[src/rtl/alu_pkg.sv]
// Shared encodings for the bit-serial ALU sequencer and its 1-bit slice.
package alu_pkg;

    // Slice result select, the low two bits of a function code.
    localparam logic [1:0] OP_AND = 2'b00;
    localparam logic [1:0] OP_OR  = 2'b01;
    localparam logic [1:0] OP_ADD = 2'b10;
    localparam logic [1:0] OP_SLT = 2'b11;

    // Full function codes {A_invert, B_invert, op[1:0]}.
    localparam logic [3:0] FUNC_AND = 4'b0000;
    localparam logic [3:0] FUNC_OR  = 4'b0001;
    localparam logic [3:0] FUNC_ADD = 4'b0010;
    localparam logic [3:0] FUNC_SUB = 4'b0110;
    localparam logic [3:0] FUNC_SLT = 4'b0111;
    localparam logic [3:0] FUNC_NOR = 4'b1100;

    typedef enum logic [1:0] {
        S_IDLE,
        S_RUN,
        S_DONE
    } state_e;

endpackage

[src/rtl/alu_serial_ctrl_alu.sv]
// One-bit ALU slice: optional operand inversion, AND/OR/full-add, and a
// Less input for set-on-less-than chaining.
module ALU
    import alu_pkg::*;
(
    input  logic       a_i,
    input  logic       b_i,
    input  logic       carry_in_i,
    input  logic       a_invert_i,
    input  logic       b_invert_i,
    input  logic       less_i,
    input  logic [1:0] op_i,
    output logic       result_o,
    output logic       carry_out_o,
    output logic       set_o,
    output logic       overflow_o
);

    logic a_eff;
    logic b_eff;
    logic sum;

    // Combinational slice: invert, add, and select the result for this bit.
    always_comb begin
        // NOTE: every output of a combinational block gets a value on every
        // path (defaults first), otherwise synthesis infers a latch.
        result_o    = 1'b0;
        a_eff       = a_i ^ a_invert_i;
        b_eff       = b_i ^ b_invert_i;
        sum         = a_eff ^ b_eff ^ carry_in_i;
        carry_out_o = (a_eff & b_eff) | (a_eff & carry_in_i) | (b_eff & carry_in_i);
        set_o       = sum;
        overflow_o  = carry_in_i ^ carry_out_o;
        case (op_i)
            OP_AND:  result_o = a_eff & b_eff;
            OP_OR:   result_o = a_eff | b_eff;
            OP_ADD:  result_o = sum;
            // With Less tied low this path exposes the raw sum bit.
            default: result_o = sum | less_i;
        endcase
    end

endmodule

[src/rtl/alu_serial_ctrl.sv]
// Bit-serial sequencer: steps one 1-bit ALU slice across WIDTH bit
// positions, LSB first, and registers the result and status flags.
module alu_serial_ctrl
    import alu_pkg::*;
#(
    parameter int WIDTH = 8
) (
    input  logic             clk,
    input  logic             reset,
    input  logic             start,
    input  logic [WIDTH-1:0] a_in,
    input  logic [WIDTH-1:0] b_in,
    input  logic [3:0]       func,
    output logic             busy,
    output logic             done,
    output logic [WIDTH-1:0] result,
    output logic             carry_out,
    output logic             overflow,
    output logic             zero
);

    localparam int              CW       = $clog2(WIDTH);
    localparam logic [CW-1:0]   LAST_BIT = CW'(WIDTH - 1);

    state_e           state_q, state_d;
    logic [WIDTH-1:0] a_sh_q, a_sh_d;
    logic [WIDTH-1:0] b_sh_q, b_sh_d;
    // Holds bits [WIDTH-2:0]; the MSB comes straight from the slice.
    logic [WIDTH-2:0] res_sh_q, res_sh_d;
    logic [3:0]       func_q, func_d;
    logic [CW-1:0]    cnt_q, cnt_d;
    logic             carry_q, carry_d;
    logic [WIDTH-1:0] result_q, result_d;
    logic             carry_out_q, carry_out_d;
    logic             overflow_q, overflow_d;
    logic             zero_q, zero_d;

    logic             slice_res;
    logic             slice_cout;
    logic             msb_cin;
    logic             msb_sum;

    // Only meaningful on the MSB pass: carry into the MSB and its sum bit.
    assign msb_cin = carry_q;
    assign msb_sum = slice_res;

    ALU u_slice (
        .a_i         (a_sh_q[0]),
        .b_i         (b_sh_q[0]),
        .carry_in_i  (carry_q),
        .a_invert_i  (func_q[3]),
        .b_invert_i  (func_q[2]),
        .less_i      (1'b0),
        .op_i        (func_q[1:0]),
        .result_o    (slice_res),
        .carry_out_o (slice_cout),
        .set_o       (),
        .overflow_o  ()
    );

    // Next-state logic: accept, step one bit per cycle, resolve on the MSB pass.
    always_comb begin
        state_d     = state_q;
        a_sh_d      = a_sh_q;
        b_sh_d      = b_sh_q;
        res_sh_d    = res_sh_q;
        func_d      = func_q;
        cnt_d       = cnt_q;
        carry_d     = carry_q;
        result_d    = result_q;
        carry_out_d = carry_out_q;
        overflow_d  = overflow_q;
        zero_d      = zero_q;
        case (state_q)
            S_IDLE: begin
                if (start) begin
                    state_d = S_RUN;
                    a_sh_d  = a_in;
                    b_sh_d  = b_in;
                    func_d  = func;
                    cnt_d   = '0;
                    carry_d = func[2];
                end
            end
            S_RUN: begin
                res_sh_d             = res_sh_q >> 1;
                res_sh_d[WIDTH-2]    = slice_res;
                a_sh_d               = a_sh_q >> 1;
                b_sh_d               = b_sh_q >> 1;
                carry_d              = slice_cout;
                if (cnt_q == LAST_BIT) begin
                    // Outputs load on entry to DONE so they are valid with done.
                    state_d = S_DONE;
                    if (func_q[1:0] == OP_SLT) begin
                        result_d = {{(WIDTH-1){1'b0}}, msb_sum ^ (msb_cin ^ slice_cout)};
                    end else begin
                        result_d = {slice_res, res_sh_q};
                    end
                    carry_out_d = (func_q[1:0] == OP_ADD) & slice_cout;
                    overflow_d  = func_q[1] & (msb_cin ^ slice_cout);
                    zero_d      = (result_d == '0);
                end else begin
                    cnt_d = cnt_q + CW'(1);
                end
            end
            S_DONE:  state_d = S_IDLE;
            default: state_d = S_IDLE;
        endcase
    end

    // State and datapath registers with synchronous reset.
    always_ff @(posedge clk) begin
        // NOTE: registers use non-blocking assignments so every flop samples
        // the pre-edge values regardless of statement order.
        if (reset) begin
            state_q     <= S_IDLE;
            a_sh_q      <= '0;
            b_sh_q      <= '0;
            res_sh_q    <= '0;
            func_q      <= '0;
            cnt_q       <= '0;
            carry_q     <= 1'b0;
            result_q    <= '0;
            carry_out_q <= 1'b0;
            overflow_q  <= 1'b0;
            zero_q      <= 1'b1;
        end else begin
            state_q     <= state_d;
            a_sh_q      <= a_sh_d;
            b_sh_q      <= b_sh_d;
            res_sh_q    <= res_sh_d;
            func_q      <= func_d;
            cnt_q       <= cnt_d;
            carry_q     <= carry_d;
            result_q    <= result_d;
            carry_out_q <= carry_out_d;
            overflow_q  <= overflow_d;
            zero_q      <= zero_d;
        end
    end

    assign busy      = (state_q != S_IDLE);
    assign done      = (state_q == S_DONE);
    assign result    = result_q;
    assign carry_out = carry_out_q;
    assign overflow  = overflow_q;
    assign zero      = zero_q;

endmodule

[config.mk]
export PLATFORM = sky130hd
export DESIGN_NAME = alu_serial_ctrl
export DESIGN_NICKNAME = d
export VERILOG_FILES = /design/src/rtl/alu_pkg.sv /design/src/rtl/alu_serial_ctrl_alu.sv /design/src/rtl/alu_serial_ctrl.sv
export SDC_FILE = /design/constraint.sdc
export NUM_CORES = 1
export LEC_CHECK = 0
export ABC_AREA = 0
export BUFFER_PORTS_ARGS = -buffer_cell sky130_fd_sc_hd__buf_2
export CAP_MARGIN = 5
export CORE_ASPECT_RATIO = 1.75
export CORE_MARGIN = 2
export CORE_UTILIZATION = 54
export CTS_BUF_LIST = sky130_fd_sc_hd__clkbuf_4 sky130_fd_sc_hd__clkbuf_8 sky130_fd_sc_hd__clkbuf_16
export DETAILED_ROUTE_END_ITERATION = 8
export GPL_TIMING_DRIVEN = 0
export PLACE_DENSITY_LB_ADDON = 0.25
export SLEW_MARGIN = 25
export SYNTH_ARGS = -nofsm -noshare
export SYNTH_HDL_FRONTEND = slang
export SYNTH_SLANG_ARGS = --single-unit
[constraint.sdc]
create_clock -name clk -period 2.4 [get_ports clk]
set_input_delay 0.36 -clock clk [delete_from_list [all_inputs] [get_ports clk]]
set_output_delay 0.36 -clock clk [all_outputs]
set_load 0.05 [all_outputs]
==> impl_metrics.yaml <==
outcome:
  outcome: "finished, final reports clean"
placed_design:
  place_inst: 318
  io_buffers: 34
  hpwl_um: 3031
  place_area_um2: 2103
  gp_congestion: 0.8779
  dp_slack_ns: 0.4114
setup_path:
  startpoint_type: "register"
  cp-end-kind: "register"
  crit_arrival_ns: 2.25
  cp_cell_sequence: "xnor2_2 > ha_1 > xor2_1 > nand2_1 > or4b_1 > and3_1 > o21ai_2"
  cpPeakStageDelay_ns: 0.46
  worstPathMaxFanout: 6
  critPathKind: "register to register"
  rr_worst_depth: 7
  worstReg2RegStart: "func_q[3]"
  reg2reg_to: "zero"
  cp_num_buf_inv: 0
  reg2reg_slack_ns: 0.39
  critPathTopFamily: "simple AND/OR/NAND/NOR gates"
  cpMaxStageDelayCell: "or4b_1"
  required_ns: 2.63
worst_hold_path:
  whs_path_depth: 3
  whs_endpoint: "func_q[0]"
  hold_class: "input port to register"
  min-delay-start: "func[0]"
cts:
  cts_tree: "done"
  clk_path_buf_depth: 2
  path_clk_slew_ns: 0.08
  cts.htree.levels: 2
  ctsResizeCount: 0
  numCtsBuffers: 5
  cts_hold_buffers: 0
  clockRootBuffer: "clkbuf_8"
  clock_sinks: 44
  post_cts_buffers: 0
  clkLatencyLatePin_ns: 0.30
floorplan:
  ios: 36
  core.rowCount: 28
  initial_core_util: 0.5580
  core_um2: 3363
  die_h_um: 81.99
  dieArea_um2: 3982
  die_w_um: 48.57
finish:
  multiInputGateArea_um2: 924.6
  syn2layout_area_growth_pct: 18.00
  finalNonFillerCells: 326
  finalNetCount: 306
  stdcell_area_um2: 2215
  antenna_cells: 0
  final_core_util: 0.6585
  final-seq-area_um2: 880.8
  fill_cells: 331
  drive_above_1_share: 0.1637
yosys:
  synthTopCellsByArea: "dfxtp_1, nand2_1, a311oi_1, a21oi_1, nor2_1"
  synth_area_um2: 1877
  yosysTopAreaCell: "dfxtp_1"
  async_reset_ff_frac: 0
  synthFlopType: "dfxtp_1"
  synth_seq_cells: 44
  synth_area_per_cell_um2: 7.853
  synth_edf_count: 0
  yosys-top-cells-count: "nand2_1, dfxtp_1, nor2_1"
  synth_warnings: 0
  synth-seq-area-share: 0.4693
  post-synth-top-area-fraction: 0.4693
  synth_cell_types: 30
  synth_nets: 265
  synth_most_common_cell: "nand2_1"
  syn_inst: 239
timing:
  hold_violations: 0
  finalWorstSetupSlack_ns: 0.3869
  max_freq_mhz: 496.7
  setup_viol: 0
  slew_headroom: 0.6658
  slew_violations: 0
  setup_tns_ns: 0
  final.min_clock_period_ns: 2.013
  rsz0062_at_grt: "no"
  fin_worst_skew_ns: 0.008553
  finalCritPeriodShare: 0.8388
  worst_pin_slew_ns: 0.5013
  hold_slack_ns: 0.2975
drt:
  drc_errors: 0
  vias: 1764
  wl_per_cell_um: 12.50
  drt_wl_total_um: 4074
  drt_iter0_markers: 44
  first_pass_iters: 4
  via_per_inst: 5.411
  antenna_left: 0
global_routing:
  grt_pass1_wl_um: 7010
  grt_max_degree: 14
  grt_antenna_before_repair: 0
  first_global_vias: 1634
  overflow: 0
  grtUsageTotal: 0.2303
power:
  ir_drop_v: 0.0004376
  power_density_nw_per_um2: 706.7
  leakagePower_nw: 0.8949
  power.total_mw: 1.565
flow_run:
  maxCapViolCount: 0
==> tightest hold or removal path, stage by stage <==
cell and delay [ns]:
buf_2 0.09, nand2_1 0.04, a21oi_1 0.05
==> cells in the final DEF (no fill, tap or decap), drive strengths merged <==
| cell type | synthesis | final |
|---|---|---|
| a21o | 1 | 1 |
| a21oi | 23 | 23 |
| a22oi | 2 | 2 |
| a2bb2oi | 1 | 1 |
| a311oi | 16 | 16 |
| a31oi | 1 | 1 |
| and2 | 2 | 2 |
| and3 | 2 | 2 |
| buf | 2 | 36 |
| bufinv | 0 | 1 |
| clkbuf | 16 | 22 |
| clkinv | 0 | 1 |
| dfxtp | 44 | 44 |
| ha | 3 | 3 |
| inv | 1 | 1 |
| nand2 | 66 | 66 |
| nand2b | 1 | 1 |
| nand3 | 12 | 12 |
| nand3b | 1 | 1 |
| nand4b | 1 | 1 |
| nor2 | 28 | 28 |
| nor2b | 3 | 3 |
| nor3 | 4 | 4 |
| nor4 | 1 | 1 |
| o2111ai | 1 | 1 |
| o211ai | 1 | 1 |
| o21ai | 1 | 1 |
| o21bai | 1 | 1 |
| or4b | 1 | 1 |
| xnor2 | 2 | 2 |
| xor2 | 1 | 1 |
==> flip-flops by register name, indices dropped and copies added, names as in the netlist <==
| signal | cells |
|---|---|
| cnt_q | 3 |
| func_q | 4 |
| result | 8 |
| carry_q | 1 |
| res_sh_q | 7 |
| zero | 1 |
| a_sh_q | 8 |
| b_sh_q | 8 |
| carry_out | 1 |
| overflow | 1 |
| state_q | 2 |
==> cell type report <==
cell class / instances / area share
plain buffers: 18 / 0.03051
clock buffers: 6 / 0.03446
clock inverters: 2 / 0.01582
inverters: 1 / 0.001695
multi-input cells: 176 / 0.4175
flip-flops and latches: 44 / 0.3977
well taps: 45 / 0.02542
repair buffers: 34 / 0.07684
==> routing by layer <==
metal  global-route usage  wire, µm
met1               0.2265      1644
met2               0.4417      2111
met3              0.04909       163
met4               0.1371       155
met5                    0         0
==> worst max path at each step <==
stage / startpoint / to / slack, ns / depth (start not counted)
after global placement: func_q[3] / zero / 0.45 / 7
final: func_q[3] / zero / 0.39 / 7
after CTS: func_q[3] / zero / 0.39 / 7
after detailed placement: func_q[3] / zero / 0.41 / 7
after floorplan: func_q[2] / zero / 0.54 / 7
after global routing: func_q[3] / zero / 0.26 / 7
==> report_power, final <==
| group | switching, mW | total [mW] | internal [mW] |
|---|---|---|---|
| Clock | 0.250 | 0.571 | 0.320 |
| Combinational | 0.125 | 0.203 | 0.0777 |
| Sequential | 0.0254 | 0.791 | 0.766 |
| Total | 0.401 | 1.57 | 1.16 |
==> cell families after synthesis <==
kind of cell | after synthesis | share of synthesized area
DFF | 44 | 0.4693
buffers and inverters | 19 | 0.03800
AOI/OAI and AO/OA | 48 | 0.1733
adders and majority gates | 3 | 0.02000
and+or+nand+nor | 122 | 0.2773
xor gates and xnor gates | 3 | 0.02200
Power figures use the tool's default switching activity.
